===== config.mk =====
export PLATFORM = sky130hd
export DESIGN_NAME = clkdiv_multi
export DESIGN_NICKNAME = d
export VERILOG_FILES = /design/src/rtl/clkdiv_multi.sv
export SDC_FILE = /design/constraint.sdc
export NUM_CORES = 1
export LEC_CHECK = 0
export CAP_MARGIN = 0
export CORE_ASPECT_RATIO = 1.4
export CORE_MARGIN = 2
export CORE_UTILIZATION = 45
export CTS_CLUSTER_DIAMETER = 100
export DETAILED_ROUTE_END_ITERATION = 8
export GPL_ROUTABILITY_DRIVEN = 0
export PLACE_DENSITY = 0.66
export SLEW_MARGIN = 30
export SYNTH_ARGS = -nofsm -noshare
export SYNTH_HDL_FRONTEND = slang
export SYNTH_SLANG_ARGS = --single-unit
export TNS_END_PERCENT = 100

===== constraint.sdc =====
create_clock -name in -period 2.6 [get_ports in]
set_input_delay 0.52 -clock in [delete_from_list [all_inputs] [get_ports in]]
set_output_delay 0.52 -clock in [all_outputs]
set_load 0.1 [all_outputs]

===== src/rtl/clkdiv_multi.sv =====
// clkdiv_multi: multi-channel programmable clock divider
// glitchless ratio reload at period boundaries, shared phase sync
module clkdiv_multi #(
  parameter int ch = 4,
  parameter int n  = 8
) (
  input  logic            in,
  input  logic            rst_n,
  input  logic [ch*n-1:0] div,
  input  logic            sync,
  output logic [ch-1:0]   busy,
  output logic [ch-1:0]   out
);

  localparam logic [0:0] idle   = 1'b0;
  localparam logic [0:0] settle = 1'b1;

  for (genvar i = 0; i < ch; i++) begin : g_ch
    logic [n-1:0] seldiv;
    logic [n-1:0] p;
    logic [n-1:0] dnew;
    logic [n-1:0] pinc;
    logic [n-1:0] half;
    logic [0:0]   state;
    logic         o;
    logic         off;
    logic         last;
    logic         start;

    assign dnew  = div[i*n +: n];
    assign off   = seldiv < n'(2);
    assign last  = p == seldiv - n'(1);
    assign start = off | last | sync;
    assign pinc  = p + n'(1);
    assign half  = seldiv >> 1;

    // period counter; new ratio is only adopted at a period start
    always_ff @(posedge in or negedge rst_n) begin
      if (!rst_n) begin
        seldiv <= '0;
        p      <= '0;
        state  <= idle;
        o      <= 1'b0;
      end else if (start) begin
        if (dnew != seldiv) begin
          seldiv <= dnew;
          state  <= settle;
        end else if (state == settle) begin
          state  <= idle;
        end
        p <= '0;
        o <= dnew >= n'(2);
      end else begin
        p <= pinc;
        o <= pinc < half;
      end
    end

    assign out[i]  = o;
    assign busy[i] = (dnew != seldiv) | (state == settle);
  end

endmodule


==> run metrics, run 1 <==
status complete, no violations; Clock transition at path regs ~60 ps; initial core utilization between 40% and 50%; ys async rst share 100%; total track usage roughly a fifth; Slew headroom 63.5%; CP Capture Point g_ch[3].seldiv[0]; Cell Pwr Density slightly below 600 mW/mm^2; total die area 0.0122 sq mm; number of synthesized flops with an enable pin 0; DR pass1 iterations 6; TritonCTS sink count slightly above 70; first-pass GRT wire length about 20 mm; ANT nets after route 0; fill cell count 978; pre-CTS setup slack -119 ps; TNS Setup 0 ps; CTS Root Cell clkbuf_16; I/O pin count 43; syn nets between 500 and 600; post-synth design cell area between 0.005 and 0.006 sq mm; worst-case reg-to-reg path depth 6; hold buffer count at cts 0; worst slew pin tran 548 ps; vias in the first global route 4208; via density per instance between 5 and 6; Layout Nets about 650; layout cell share with drive strength beyond 1 approximately 14%; Worst setup EP type flip-flop; Final period util a little over nine tenths; Layout Utilization approximately 56%; total CTS buffers 9; placed cells between 700 and 800; final setup fails 0; count leader, synth dfrtp_1; Wirelength per Cell between 15 and 20 um; routed via count 3984; min Tclk post-route between 2000 and 3000 ps; CP Cell Sequence or4_4 > or3_4 > a2111oi_4 > a41oi_4 > nor2_8 > mux2_4; CTS tree built; Warnings, synthesis 0; number of diodes 0; Fmax roughly 400 MHz; Synth Flop Type dfrtp_1; largest area contributor in the netlist dfrtp_1; Max stage delay on crit path about 540 ps; DRC viols 0; synth-to-layout area growth 22.0%; Worst EP arrival about 2800 ps; largest net degree at the start of global routing 40; VDD IR max roughly 0.31 mV; WL final between 10 and 15 mm; Lkg Pwr 2.80 nW; RSZ-0062 raised after global routing yes; latest clock arrival within the worst-skew pair 340 ps; Seq cells post-synth 72; setup ws final between 50 and 60 ps; Port Buf Inserts 42; H-tree Lvls 3; Clock Skews approximately 5.4 ps; initial antenna violation count 0; Chip Width 94.0 um; Max Slew Vio Count 0; top post-synthesis cells by area dfrtp_1 35%, xnor2_1 10%, ha_1 7.8%; Cell variety after synth 57; worst reg2reg setup slack about 52 ps; Starting DRT DRC Count 159; sequential-to-total area share from yosys stat between 30% and 40%; reg2reg start g_ch[3].seldiv[1]; endpoints failing hold 0; Post-DP HPWL between 8 and 9 mm; Clock Tree Buf Depth 2; Hold Path Class in -> async; synthesized area per cell slightly below 10 sq um; WS Path Type reg -> reg; # rows 46; core area around 0.011 sq mm; Commonest cells post-synth 72 x dfrtp_1, 60 x xnor2_1, 37 x inv_1, 35 x xor2_1, 32 x ha_1; crit path max fanout 8; Synth Instances 524; worst path required time 2830 ps; Layout Cells excl Fill 730; worst reg2reg path endpoint g_ch[3].seldiv[0]; Crit. Startpoint g_ch[3].seldiv[1]; Crit-path slowest cell or4_4; Die H between 100 and 150 um; CP Launch Type flip-flop; Max-Cap Viols 0; Design Power around 3.7 mW; post-synth top area share between 30% and 40%; GR Overflow Total 0
[worst min path at each step]
stage / cells after the start / to / slack, ps
4_1_cts: 1 / g_ch[2].seldiv[4] / 180
2_1_floorplan: 0 / g_ch[0].o / 220
3_5_place_dp: 1 / g_ch[2].state / 470
5_1_grt: 1 / g_ch[2].seldiv[4] / 200
6_report: 1 / g_ch[3].o / 160
3_3_place_gp: 1 / g_ch[2].state / 470
[sequential cells by signal (all words and copies together), names as in the netlist]
| signal | cells |
|---|---|
| g_ch.state | 4 |
| g_ch.seldiv | 32 |
| g_ch.p | 32 |
| g_ch.o | 4 |
[power breakdown]
group	switching (mW)	internal (mW)	total, mW
combinational	0.507	0.471	0.977
sequential	0.142	1.21	1.36
clock	0.514	0.850	1.36
[layout make-up]
type,instances,area [sq um],area share [%]
well taps,144,180,2.89
repair buffers,71,686,11.0
inverters,38,143,2.29
clock inverters,7,100,1.61
multi-input cells,389,3100,49.7
flip-flops and latches,72,1800,28.9
clock buffers,9,225,3.61
[placed cells by master, fill, tap and decap left out, types with 14 or more instances in the layout]
| master | count |
|---|---|
| nand3_1 | 22 |
| clkdlybuf4s50_1 | 30 |
| inv_1 | 36 |
| a31oi_1 | 14 |
| xnor2_1 | 60 |
| nor2b_1 | 16 |
| and2_1 | 14 |
| xor2_1 | 35 |
| nand2_1 | 17 |
| dfrtp_1 | 72 |
| buf_4 | 33 |
| ha_1 | 31 |
| nor2_1 | 26 |
[layer usage]
layer  global-route usage, %  wire length [um]  share of wire [%]  vias to the layer above
met5                       0                 0                  0                        -
met4                    8.18               267                2.3                        0
met3                    2.77               275                2.3                       18
met2                    36.9              6130                 52                       63
met1                    24.2              5100                 43                     1937
li1                        -                 -                  -                     1966
[critical path, delay by kind of cell (launching register included)]
family / cells / cell delay [ps]
AOI/OAI and AO/OA: 2 / 600
DFF: 1 / 380
muxes: 1 / 320
and+or+nand+nor: 3 / 1130
[per-stage QoR]
stage / area, sq um / hold slack [ps]
global placement: 5830 / 467
CTS: 6170 / 180
detailed placement: 5830 / 474
finish: 6230 / 164
global route: 6230 / 198
floorplan: 5110 / 224
[repair_timing]
action / in CTS / in global routing
endpoints found under the setup margin: 9 / 18
gates cloned: 0 / 0
setup buffers: 1 / 1
resized for setup: 1 / 13
pin swaps: 3 / 7
[kinds of logic after synthesis]
family                     after synthesis  share of synthesized area, %
and+or+nand+nor                        154                          16.8
xor gates and xnor gates                95                          16.3
AOI/OAI and AO/OA                       90                          14.1
DFF                                     72                          35.3
buffers and inverters                   63                          5.10
adders and majority gates               32                          7.84
muxes                                   18                          4.56
Note: power is estimated with default switching activity, not from simulation.
==> inputs of run 2 (changes only) <==
- PLACE_DENSITY: 0.66 -> 0.64
- clock period: 2.6 -> 2.9 ns (I/O delays scaled with it)
==> run 2 against run 1 <==
Effect of this change:
- via count down 1.2%
- cell count down 2.2%
- maximum frequency decreased by 7.9%
- largest power group unchanged
- highest routed layer unchanged
- combinational power down 16%
==> run metrics, run 2 (synthesis results as in run 1) <==
I/O pin count 43 (unchanged); Layout Cells excl Fill 714 (-2.2%); Cell Pwr Density 512 mW/mm^2 (-14%); Die H 130 um (unchanged); most frequent cells in the layout 72 x dfrtp_1, 60 x xnor2_1, 37 x inv_1; Layout Nets 633 (-2.3%); number of diodes 0 (unchanged); Post-CTS Resized 0 (-1); latest clock arrival within the worst-skew pair 340 ps (about the same); GR Overflow Total 0 (unchanged); register area 0.00180 sq mm (unchanged); Chip Width 94.0 um (unchanged); dpl cell area 0.00572 sq mm (-1.9%); RSZ-0062 raised after global routing no; min Tclk post-route 2770 ps (+218 ps); initial core utilization 45.5% (unchanged); vias in the first global route 4191 (-0.40%); # rows 46 (unchanged); Clock transition at path regs 60 ps (about the same); Fmax 362 MHz (-7.9%); status complete, no violations; placed cells 699 (-1.8%); Post-DP HPWL 8.93 mm (+1.2%); total track usage 20.6% (+0.20 points); synth-to-layout area growth 17.5%; hold buffer count at cts 0 (unchanged); TritonCTS sink count 72 (unchanged); layout cell share with drive strength beyond 1 10.0% (-4.0 points); Worst EP arrival 2980 ps (+210 ps); worst-case reg-to-reg path depth 6 (unchanged); DR pass1 iterations 4 (-2); Final period util 95.3% (-2.6 points); H-tree Lvls 3 (unchanged); worst path required time 3120 ps (+290 ps); WS Path Type reg -> reg; total die area 0.0122 sq mm (unchanged); CTS Root Cell clkbuf_16; largest net degree at the start of global routing 73 (+83%); area occupied by multi-input gates 0.00304 sq mm (-1.7%); total CTS buffers 9 (unchanged); Clock Skews 11.0 ps (+5.57 ps); endpoints failing hold 0 (unchanged); most common cell after layout, fill and taps aside dfrtp_1; CP Launch Type flip-flop; fill cell count 1028 (+5.1%); WL final 11.7 mm (-0.80%); Wirelength per Cell 16.4 um (+1.4%); fin area 0.00600 sq mm (-3.7%); Starting DRT DRC Count 90 (-43%); Lkg Pwr 2.65 nW (-5.2%); TNS Setup 0 ps (unchanged); via density per instance 5.51 (+0.98%); final setup fails 0 (unchanged); CTS tree built; Clock Tree Buf Depth 2 (unchanged); postcts setup bufs 0 (-1); Final Hold Slack 244 ps (+80.6 ps); Top Registers g_ch.p (32), g_ch.seldiv (32); first-pass GRT wire length 19.7 mm (about the same); Hold Path Class in -> async; Max Slew Vio Count 0 (unchanged); VDD IR max 0.317 mV (+2.5%); crit path max fanout 8 (unchanged); worst slew pin tran 669 ps (+121 ps); ANT nets after route 0 (unchanged); core area 0.0112 sq mm (unchanged); Worst setup EP type flip-flop; routed via count 3935 (-1.2%); Port Buf Inserts 42 (unchanged); initial antenna violation count 0 (unchanged); DRC viols 0 (unchanged); Max-Cap Viols 0 (unchanged); Slew headroom 55.4% (-8.1 points)
==> run 2: changes by cell type in the layout (fill, tap and decap cells not counted), moves of 3 or more <==
cell	delta
buf_4	-15
clkdlybuf4s50_1	+3
dlymetal6s2s_1	-3
inv_6	-3
==> run 2: final cells by class <==
class | instances | share of cell area [%]
timing repair buffer | 56 | 9.28
sequential | 72 | 30.0
inverter | 38 | 2.38
clock buffer | 10 | 3.98
clock inverter | 5 | 0.563
multi-input combinational | 389 | 50.8
tap | 144 | 3.00
==> run 2: path summary, 6_finish.rpt <==
path | startpoint | to | slack, ps
worst max-delay path | g_ch[3].seldiv[1] | g_ch[3].seldiv[4] | 130
worst min-delay path | rst_n | g_ch[1].seldiv[2] | 240
worst max register to register | g_ch[3].seldiv[1] | g_ch[3].seldiv[4] | 130
worst min register to register | g_ch[2].state | g_ch[2].state | 480
max in group asynchronous | rst_n | g_ch[0].o | 2180
min in group in | g_ch[2].state | g_ch[2].state | 480
==> run 2: through the flow <==
| stage | util (%) | setup slack, ps | power (mW) |
|---|---|---|---|
| 3_3_place_gp | 51.0 | 191 | 2.03 |
| 3_5_place_dp | 51.0 | 146 | 2.06 |
| 5_1_grt | 53.4 | 8.62 | 3.24 |
| 4_1_cts | 53.4 | 125 | 3.10 |
| 2_1_floorplan | - | 283 | 1.80 |
| 6_report | 53.4 | 135 | 3.07 |
==> run 2: where the power goes <==
group	internal, mW	switching, mW	total [mW]
sequential	1.09	0.138	1.23
clock	0.595	0.430	1.03
combinational	0.392	0.425	0.817
==> run 2: layer usage <==
layer	vias to the layer above	global-route usage, %	wire, um
li1	1926	-	-
met1	1915	24.5	4930
met2	73	37.2	6110
met3	21	2.25	362
met4	0	9.04	270
met5	-	0	0
==> run 2: worst max-delay path, stage by stage (launching register included) <==
cell and delay (ps):
dfrtp_1 440, or4_1 560, or3_4 350, a2111oi_4 430, a41oi_4 270, nor2_8 270
mux2_4 320
